==> src/rtl/piso_rr_scheduler.sv <==
// piso_rr_scheduler: round-robin arbiter in front of one shared PISO shifter.
// It grants one requester at a time, captures that requester's word, and
// shifts the word out LSB-first with valid/first framing. Back-to-back frames
// have no gap between them.
module piso_rr_scheduler #(
  parameter  int N_REQ = 4,
  parameter  int WIDTH = 4,
  localparam int OW    = (N_REQ > 1) ? $clog2(N_REQ) : 1
) (
  input  logic                     clk,
  input  logic                     reset,
  input  logic [N_REQ-1:0]         req,
  input  logic [N_REQ*WIDTH-1:0]   datain,
  output logic [N_REQ-1:0]         gnt,
  output logic                     dataout,
  output logic                     valid,
  output logic                     first,
  output logic [OW-1:0]            owner,
  output logic                     busy
);

  localparam int CW = (WIDTH > 1) ? $clog2(WIDTH) : 1;

  typedef enum logic [0:0] {
    ST_IDLE  = 1'b0,
    ST_SHIFT = 1'b1
  } state_e;

  state_e              state_q, state_d;
  logic [WIDTH-1:0]    sh_q, sh_d;
  logic [CW-1:0]       cnt_q, cnt_d;
  logic [OW-1:0]       ptr_q, ptr_d;
  logic [OW-1:0]       owner_q, owner_d;
  logic [N_REQ-1:0]    gnt_q, gnt_d;
  logic                dataout_q, dataout_d;
  logic                valid_q, valid_d;
  logic                first_q, first_d;

  logic                win_found;
  logic [OW-1:0]       win_idx;
  logic [OW-1:0]       cand_idx;
  logic [N_REQ-1:0]    win_oh;
  logic [WIDTH-1:0]    win_word;
  logic                decision;

  // Round-robin search starting just after the last granted requester.
  always_comb begin
    win_found = 1'b0;
    win_idx   = {OW{1'b0}};
    cand_idx  = {OW{1'b0}};
    for (int k = 1; k <= N_REQ; k++) begin
      cand_idx = OW'((int'(ptr_q) + k) % N_REQ);
      if (!win_found && req[cand_idx]) begin
        win_found = 1'b1;
        win_idx   = cand_idx;
      end else begin
        win_found = win_found;
      end
    end
  end

  // One-hot of the winner and a mux of its word out of the packed input bus.
  always_comb begin
    win_oh   = {N_REQ{1'b0}};
    win_word = {WIDTH{1'b0}};
    for (int i = 0; i < N_REQ; i++) begin
      win_oh[i] = win_found && (win_idx == OW'(i));
      win_word  = win_word | (datain[i*WIDTH +: WIDTH] & {WIDTH{win_oh[i]}});
    end
  end

  // Next-state: capture at a decision edge, otherwise keep shifting.
  always_comb begin
    state_d  = state_q;
    sh_d     = sh_q;
    cnt_d    = cnt_q;
    ptr_d    = ptr_q;
    owner_d  = owner_q;
    gnt_d    = {N_REQ{1'b0}};
    decision = (state_q == ST_IDLE) || (cnt_q == CW'(WIDTH - 1));
    if (decision) begin
      if (win_found) begin
        sh_d    = win_word;
        cnt_d   = {CW{1'b0}};
        ptr_d   = win_idx;
        owner_d = win_idx;
        gnt_d   = win_oh;
        state_d = ST_SHIFT;
      end else begin
        state_d = ST_IDLE;
      end
    end else begin
      sh_d  = sh_q >> 1;
      cnt_d = cnt_q + CW'(1);
    end
    valid_d   = (state_d == ST_SHIFT);
    dataout_d = valid_d & sh_d[0];
    first_d   = valid_d && (cnt_d == {CW{1'b0}});
  end

  // State, shifter and registered outputs; reset abandons any frame in flight.
  always_ff @(posedge clk or negedge reset) begin
    if (!reset) begin
      state_q   <= ST_IDLE;
      sh_q      <= {WIDTH{1'b0}};
      cnt_q     <= {CW{1'b0}};
      ptr_q     <= OW'(N_REQ - 1);
      owner_q   <= {OW{1'b0}};
      gnt_q     <= {N_REQ{1'b0}};
      dataout_q <= 1'b0;
      valid_q   <= 1'b0;
      first_q   <= 1'b0;
    end else begin
      state_q   <= state_d;
      sh_q      <= sh_d;
      cnt_q     <= cnt_d;
      ptr_q     <= ptr_d;
      owner_q   <= owner_d;
      gnt_q     <= gnt_d;
      dataout_q <= dataout_d;
      valid_q   <= valid_d;
      first_q   <= first_d;
    end
  end

  assign gnt     = gnt_q;
  assign dataout = dataout_q;
  assign valid   = valid_q;
  assign first   = first_q;
  assign owner   = owner_q;
  assign busy    = valid_q;

endmodule

==> config.mk <==
export PLATFORM = sky130hd
export DESIGN_NAME = piso_rr_scheduler
export DESIGN_NICKNAME = d
export VERILOG_FILES = /design/src/rtl/piso_rr_scheduler.sv
export SDC_FILE = /design/constraint.sdc
export NUM_CORES = 1
export LEC_CHECK = 0
export CAP_MARGIN = 30
export CORE_UTILIZATION = 41
export DETAILED_ROUTE_END_ITERATION = 10
export GPL_TIMING_DRIVEN = 0
export PLACE_DENSITY = 0.86
export SLEW_MARGIN = 20
export SYNTH_ARGS = -nofsm -noshare
export SYNTH_HDL_FRONTEND = slang
export SYNTH_SLANG_ARGS = --single-unit
==> constraint.sdc <==
create_clock -name clk -period 1.68 [get_ports clk]
set_input_delay 0.168 -clock clk [delete_from_list [all_inputs] [get_ports clk]]
set_output_delay 0.168 -clock clk [all_outputs]
set_load 0.02 [all_outputs]
Word-level counts from Yosys, hierarchy flattened

Cells that the tools add are included.

Output and inout bits: 10
Input bits: 22
Word-level logic and storage cells: 71
Register bits after elaboration: 17

Reduce and logical (&&, ||, !) cells: 15
Add/sub/neg operators: 5
Magnitude comparators: 4
Bitwise operators: 9
Equal/unequal tests: 5
Multiplexer cells: 24

Operator list:

| cell                                                       | count |
|---|---|
| bitwise AND 4 bit                                          | 4 |
| 2-to-1 mux 4 bit                                           | 4 |
| less-than comparator 2 x 3 -> 1 bit, second input constant | 4 |
| 2-to-1 mux 2 bit                                           | 6 |
| OR 4 bit                                                   | 3 |
| 2-to-1 mux 1 bit                                           | 10 |
| binary-select mux 1 bit (select 2 bit)                     | 4 |
| logical AND 1 bit                                          | 8 |
| adder 2 x 1 -> 2 bit, second input constant                | 3 |
| == test 2 bit, second input constant                       | 3 |
| adder 2 bit, second input constant                         | 2 |
| zero test 2 bit                                            | 2 |
| zero test 1 bit                                            | 3 |
| == test 2 x 1 -> 1 bit, second input constant              | 1 |
| != test 2 bit, second input constant                       | 1 |
| AND reduction 2 bit                                        | 1 |
| bitwise AND 1 bit                                          | 1 |
| logical OR 1 bit                                           | 1 |
| NOT 1 bit                                                  | 1 |

Logic depth before layout (Yosys ltp)

Word-level depth: 22
Depth in mapped cells: 7
Depth with buffers taken out: 6

Worst setup path before layout

No wires, ideal clock.

Path kind: flip-flop to flip-flop
From: reg ptr_q[1]
To: reg sh_q[3]
Arrival time: 1.560 ns
Data required time: 1.557 ns
Path buffers: 1
Setup time: 0.123 ns
Setup slack: -0.004 ns
Stages on the path, launching flop included: 7
Cells stage by stage: dfstp_2 > buf_4 > nor2_1 > and2_4 > or3_4 > o32ai_2 > o21ai_1

Word-level cells in the longest chain between the ends: 21
Elaborated cells on any way between the ends: 44
Classes of those cells: add/sub: 4; eq/ne: 4; mux: 18; bitwise: 7; reduce/logical: 11

Ends and longest elaborated chain:

| what                                                             | RTL line | source |
|---|---|---|
| start, declared                                                  | 32       | `logic [OW-1:0] ptr_q, ptr_d;` |
| start signal, assigned                                           | 107      | `ptr_q <= OW'(N_REQ - 1);` |
| start signal, assigned                                           | 117      | `ptr_q <= ptr_d;` |
| adder 2 x 1 -> 2 bit                                             | 52       | `cand_idx = OW'((int'(ptr_q) + k) % N_REQ);` |
| binary-select mux 1 bit (select 2 bit)                           | 53       | `if (!win_found && req[cand_idx]) begin` |
| 2-to-1 mux 1 bit (not written as such)                           | 53       |  |
| 2-to-1 mux 1 bit                                                 | 53       |  |
| zero test 1 bit                                                  | 53       |  |
| logical AND 1 bit                                                | 53       |  |
| 2-to-1 mux 1 bit                                                 | 53       |  |
| zero test 1 bit                                                  | 53       |  |
| [... 3 more ...]                                                 | -        |  |
| logical AND 1 bit                                                | 53       |  |
| 2-to-1 mux 2 bit                                                 | 53       |  |
| == test 2 x 1 -> 1 bit / zero test 2 bit (equally long branches) | 67       | `win_oh[i] = win_found && (win_idx == OW'(i));` |
| logical AND 1 bit                                                | 67       |  |
| bitwise AND 4 bit                                                | 68       | `win_word = win_word \| (datain[i*WIDTH +: WIDTH] & {WIDTH{win_oh[i]}});` |
| OR 4 bit (3 in a row)                                            | 68       |  |
| 2-to-1 mux 4 bit                                                 | 82       | `if (win_found) begin` |
| 2-to-1 mux 4 bit                                                 | 81       | `if (decision) begin` |
| end signal, assigned                                             | 105      | `sh_q <= {WIDTH{1'b0}};` |
| end, declared                                                    | 30       | `logic [WIDTH-1:0] sh_q, sh_d;` |

Several ways; a longest one is shown, not always the timed one. The select of a mux whose other input is x is not followed.
A chain may end at the register's enable or synchronous reset.

Final worst setup path

From: reg ptr_q[1]
To: reg gnt_q[2], in the netlist gnt[2]

Word-level cells in the longest chain between the ends: 17
Elaborated cells on any way between the ends: 30
Classes of those cells: add/sub: 4; eq/ne: 1; mux: 18; reduce/logical: 7

Ends and longest elaborated chain:

| what                                   | RTL line | source |
|---|---|---|
| adder 2 x 1 -> 2 bit                   | 52       |  |
| binary-select mux 1 bit (select 2 bit) | 53       |  |
| 2-to-1 mux 1 bit (not written as such) | 53       |  |
| 2-to-1 mux 1 bit                       | 53       |  |
| zero test 1 bit                        | 53       |  |
| logical AND 1 bit                      | 53       |  |
| 2-to-1 mux 1 bit                       | 53       |  |
| zero test 1 bit                        | 53       |  |
| [... 2 more ...]                       | -        |  |
| zero test 1 bit                        | 53       |  |
| logical AND 1 bit                      | 53       |  |
| 2-to-1 mux 2 bit                       | 53       |  |
| == test 2 bit                          | 67       |  |
| logical AND 1 bit                      | 67       |  |
| 2-to-1 mux 4 bit (*)                   | 82       |  |
| 2-to-1 mux 4 bit (*)                   | 81       |  |
| named net gnt_d[2]                     | 34       | `logic [N_REQ-1:0] gnt_q, gnt_d;` |
| end signal, assigned                   | 109      | `gnt_q <= {N_REQ{1'b0}};` |
| end signal, assigned                   | 119      | `gnt_q <= gnt_d;` |
| end, declared                          | 34       |  |

The timed path passes the listed nets; every way through them passes the cells marked *. The select of a mux whose other input is x is not followed.

==> flow_summary.ini <==
[die]
core_area_um2 = 2250
dieArea_um2 = 2630
initial_core_util_pct = 44.2
die_y_um = 51.3
die_w_um = 51.3
rows = 17
ios = 32

[power_and_ir_drop]
irDropWorstVdd_mv = 0.903
fin_total_pwr_mw = 2.25
powerDensity_nw_per_um2 = 1490
p_leak_nw = 0.666

[synthesis]
synth_area_leaders = dfrtp_1 35%, dfstp_2 5.3%, nand2_1 4.1%
syn-num-nets = 129
postSynthCellCount = 106
synth-main-ff-cell = dfrtp_1
yosysWarnings = 0
synth_seq_area_share_pct = 40.5
async_flop_share_pct = 100
synth_edf_count = 0
ys_types = 43
syn_area_per_cell_um2 = 9.40
syn_area_um2 = 996
synth-seq-cells = 16
yosysTopAreaCell = dfrtp_1
synth_top_cell_area_share_pct = 35.2

[placement]
portBuffers = 30
gp_congestion = 0.873
dpl.cell_count = 164
hpwl_mm = 1.83

[setup_path]
crit_type = flop to flop
worstSetupStartpoint = ptr_q[1]
reg2reg_to = gnt[2]
cp-endpoint = gnt[2]
critPathCaptureType = flop
rrSetupSlack_ns = -0.08
worstPathRequired_ns = 1.89
r2r_cells = 6
cp.arrival_ns = 1.98
crit_fanout = 8
crit_path_start_kind = flop
reg2reg_from = ptr_q[1]

[drt]
wl_per_cell_um = 15.6
dr.pass1.iters = 4
vias_per_cell = 5.77
finalWirelength_mm = 2.72
ant_nets = 0
drt_iter0_drc = 25
vias = 1004
drc = 0

[final_layout]
fin_nets = 170
antenna_cells = 0
final_cell_count_no_fill = 174
drive_above_1_share_pct = 26.0
fill_cells = 187
syn_to_final_growth_pct = 51.6

[grt]
grt_pass1_wl_mm = 4.26
grt-ovfl-total = 0
grtUsageTotal_pct = 22.4
grt_pass1_vias = 1012
grt_max_degree = 17
antenna_found_initial = 0

[sta]
setup_violations = 5
setup_ws_ns = -0.0839
fin_skew_ns = 0.00408
fin_crit_sh_pct = 105
slew_violations = 0
fmax_ghz = 0.567
relSlewSlack_pct = 53.0
rsz0062_at_grt = true
hold_violations = 0
min_period_ns = 1.76
worst_pin_slew_ns = 0.702

[clock_network]
htree_levels = 1
clockBufferDepth = 2
cts_tree = done
cts_root_buf = clkbuf_4
clock_latency_ns = 0.30
clkSinkCount = 16
cts_buffers = 3
clkTransAtPathRegs_ns = 0.09

[flow_run]
maxCapViolCount = 0

[status]
outcome = finished with violations
violations = negative setup slack

[worst_hold_path]
hp-class = input port to flop
[flip-flops by register name, summed over array words and instances (netlist names)]
signal / cells
busy: 1
first: 1
sh_q: 3
dataout: 1
gnt: 4
cnt_q: 2
ptr_q: 2
owner: 2
[cells by family after synthesis]
family                   count (synthesis)  share of synthesized area [%]
AO/OA/AOI/OAI                           39                           27.5
AND/OR/NAND/NOR                         39                           22.0
flip-flops                              16                           40.5
buffers and inverters                    9                           6.91
XOR/XNOR                                 1                          0.880
multiplexers                             1                           1.01
adder cells (fa/ha/maj)                  1                           1.26
[how the worst min path moves through the flow]
stage              from        to  slack, ns  cells past startpoint
2_1_floorplan     reset      busy      -0.13                      0
3_3_place_gp   owner[1]  owner[1]       0.46                      1
3_5_place_dp   owner[0]  owner[0]       0.47                      2
4_1_cts          req[3]      busy       0.22                      3
5_1_grt          req[3]      busy       0.20                      3
6_report         req[3]      busy       0.18                      3
[worst max-delay path: stages, from the launching register on]
cell and delay (ns):
dfstp_2 0.54, buf_6 0.14, nor2_4 0.04, and2_4 0.16, or3_4 0.43, buf_4 0.17
nor3_2 0.20
[Yosys cell counts (all sizes together) (2+ instances only)]
cell type and instances:
nor3 2, nand3 3, nor2b 2, o21a 2
inv 3, a22o 2, dfstp 2, buf 5
o22ai 2, nand3b 2, a21boi 5, o21ai 9
a21o 5, nand2b 3, nor2 7, a31oi 2
dfrtp 14, nor3b 2, o32ai 2, nand2 12
a21oi 6
[final cells by class]
cell class                 count  area [µm²]  share of cell area (%)
clock buffer                   4        36.3                    2.40
tap                           28        35.0                    2.32
sequential                    16         403                    26.7
buffer                         6        65.1                    4.31
timing repair buffer          36         350                    23.2
inverter                       3        11.3                   0.746
multi-input combinational     81         609                    40.3
[per-stage QoR]
stage / TNS (ns) / utilization (%) / area (µm²) / hold WS [ns] / setup slack, ns
floorplan: 0 / - / 1000 / -0.128 / 0.0159
global placement: -1.11 / 59.4 / 1340 / 0.460 / -0.216
detailed placement: -1.96 / 59.4 / 1340 / 0.466 / -0.278
CTS: -0.254 / 64.7 / 1460 / 0.218 / -0.0865
global route: -0.467 / 67.0 / 1510 / 0.204 / -0.110
finish: -0.230 / 67.0 / 1510 / 0.182 / -0.0839
[metal layers]
layer  GRT usage [%]  wire [µm]  vias up
li1                -          -      464
met1            24.9       1120      474
met2            38.8       1350       51
met3            4.76        139       15
met4            14.0        119        0
met5               0          0        -
[report_power, final]
part | switching (mW) | internal (mW) | total (mW)
sequential | 0.0706 | 0.548 | 0.618
combinational | 0.696 | 0.678 | 1.37
clock | 0.128 | 0.132 | 0.260
[cells in the final DEF (no fill, tap or decap), types with 3 or more instances in the layout]
| cell | n |
|---|---|
| nor2_1 | 5 |
| a21o_1 | 5 |
| buf_4 | 7 |
| clkdlybuf4s50_1 | 28 |
| a21oi_1 | 5 |
| buf_6 | 3 |
| dfrtp_1 | 14 |
| o21ai_0 | 5 |
| nand3_1 | 3 |
| clkbuf_4 | 3 |
| o21ai_1 | 3 |
| nand2_1 | 9 |
[timing repair]
action | in CTS | in global routing
setup endpoints to repair | 5 | 12
gates resized for setup | 9 | 13
pin swaps | 5 | 10
hold buffers | 0 | 0
buffers inserted | 4 | 2
(Power assumes the default switching activity.)
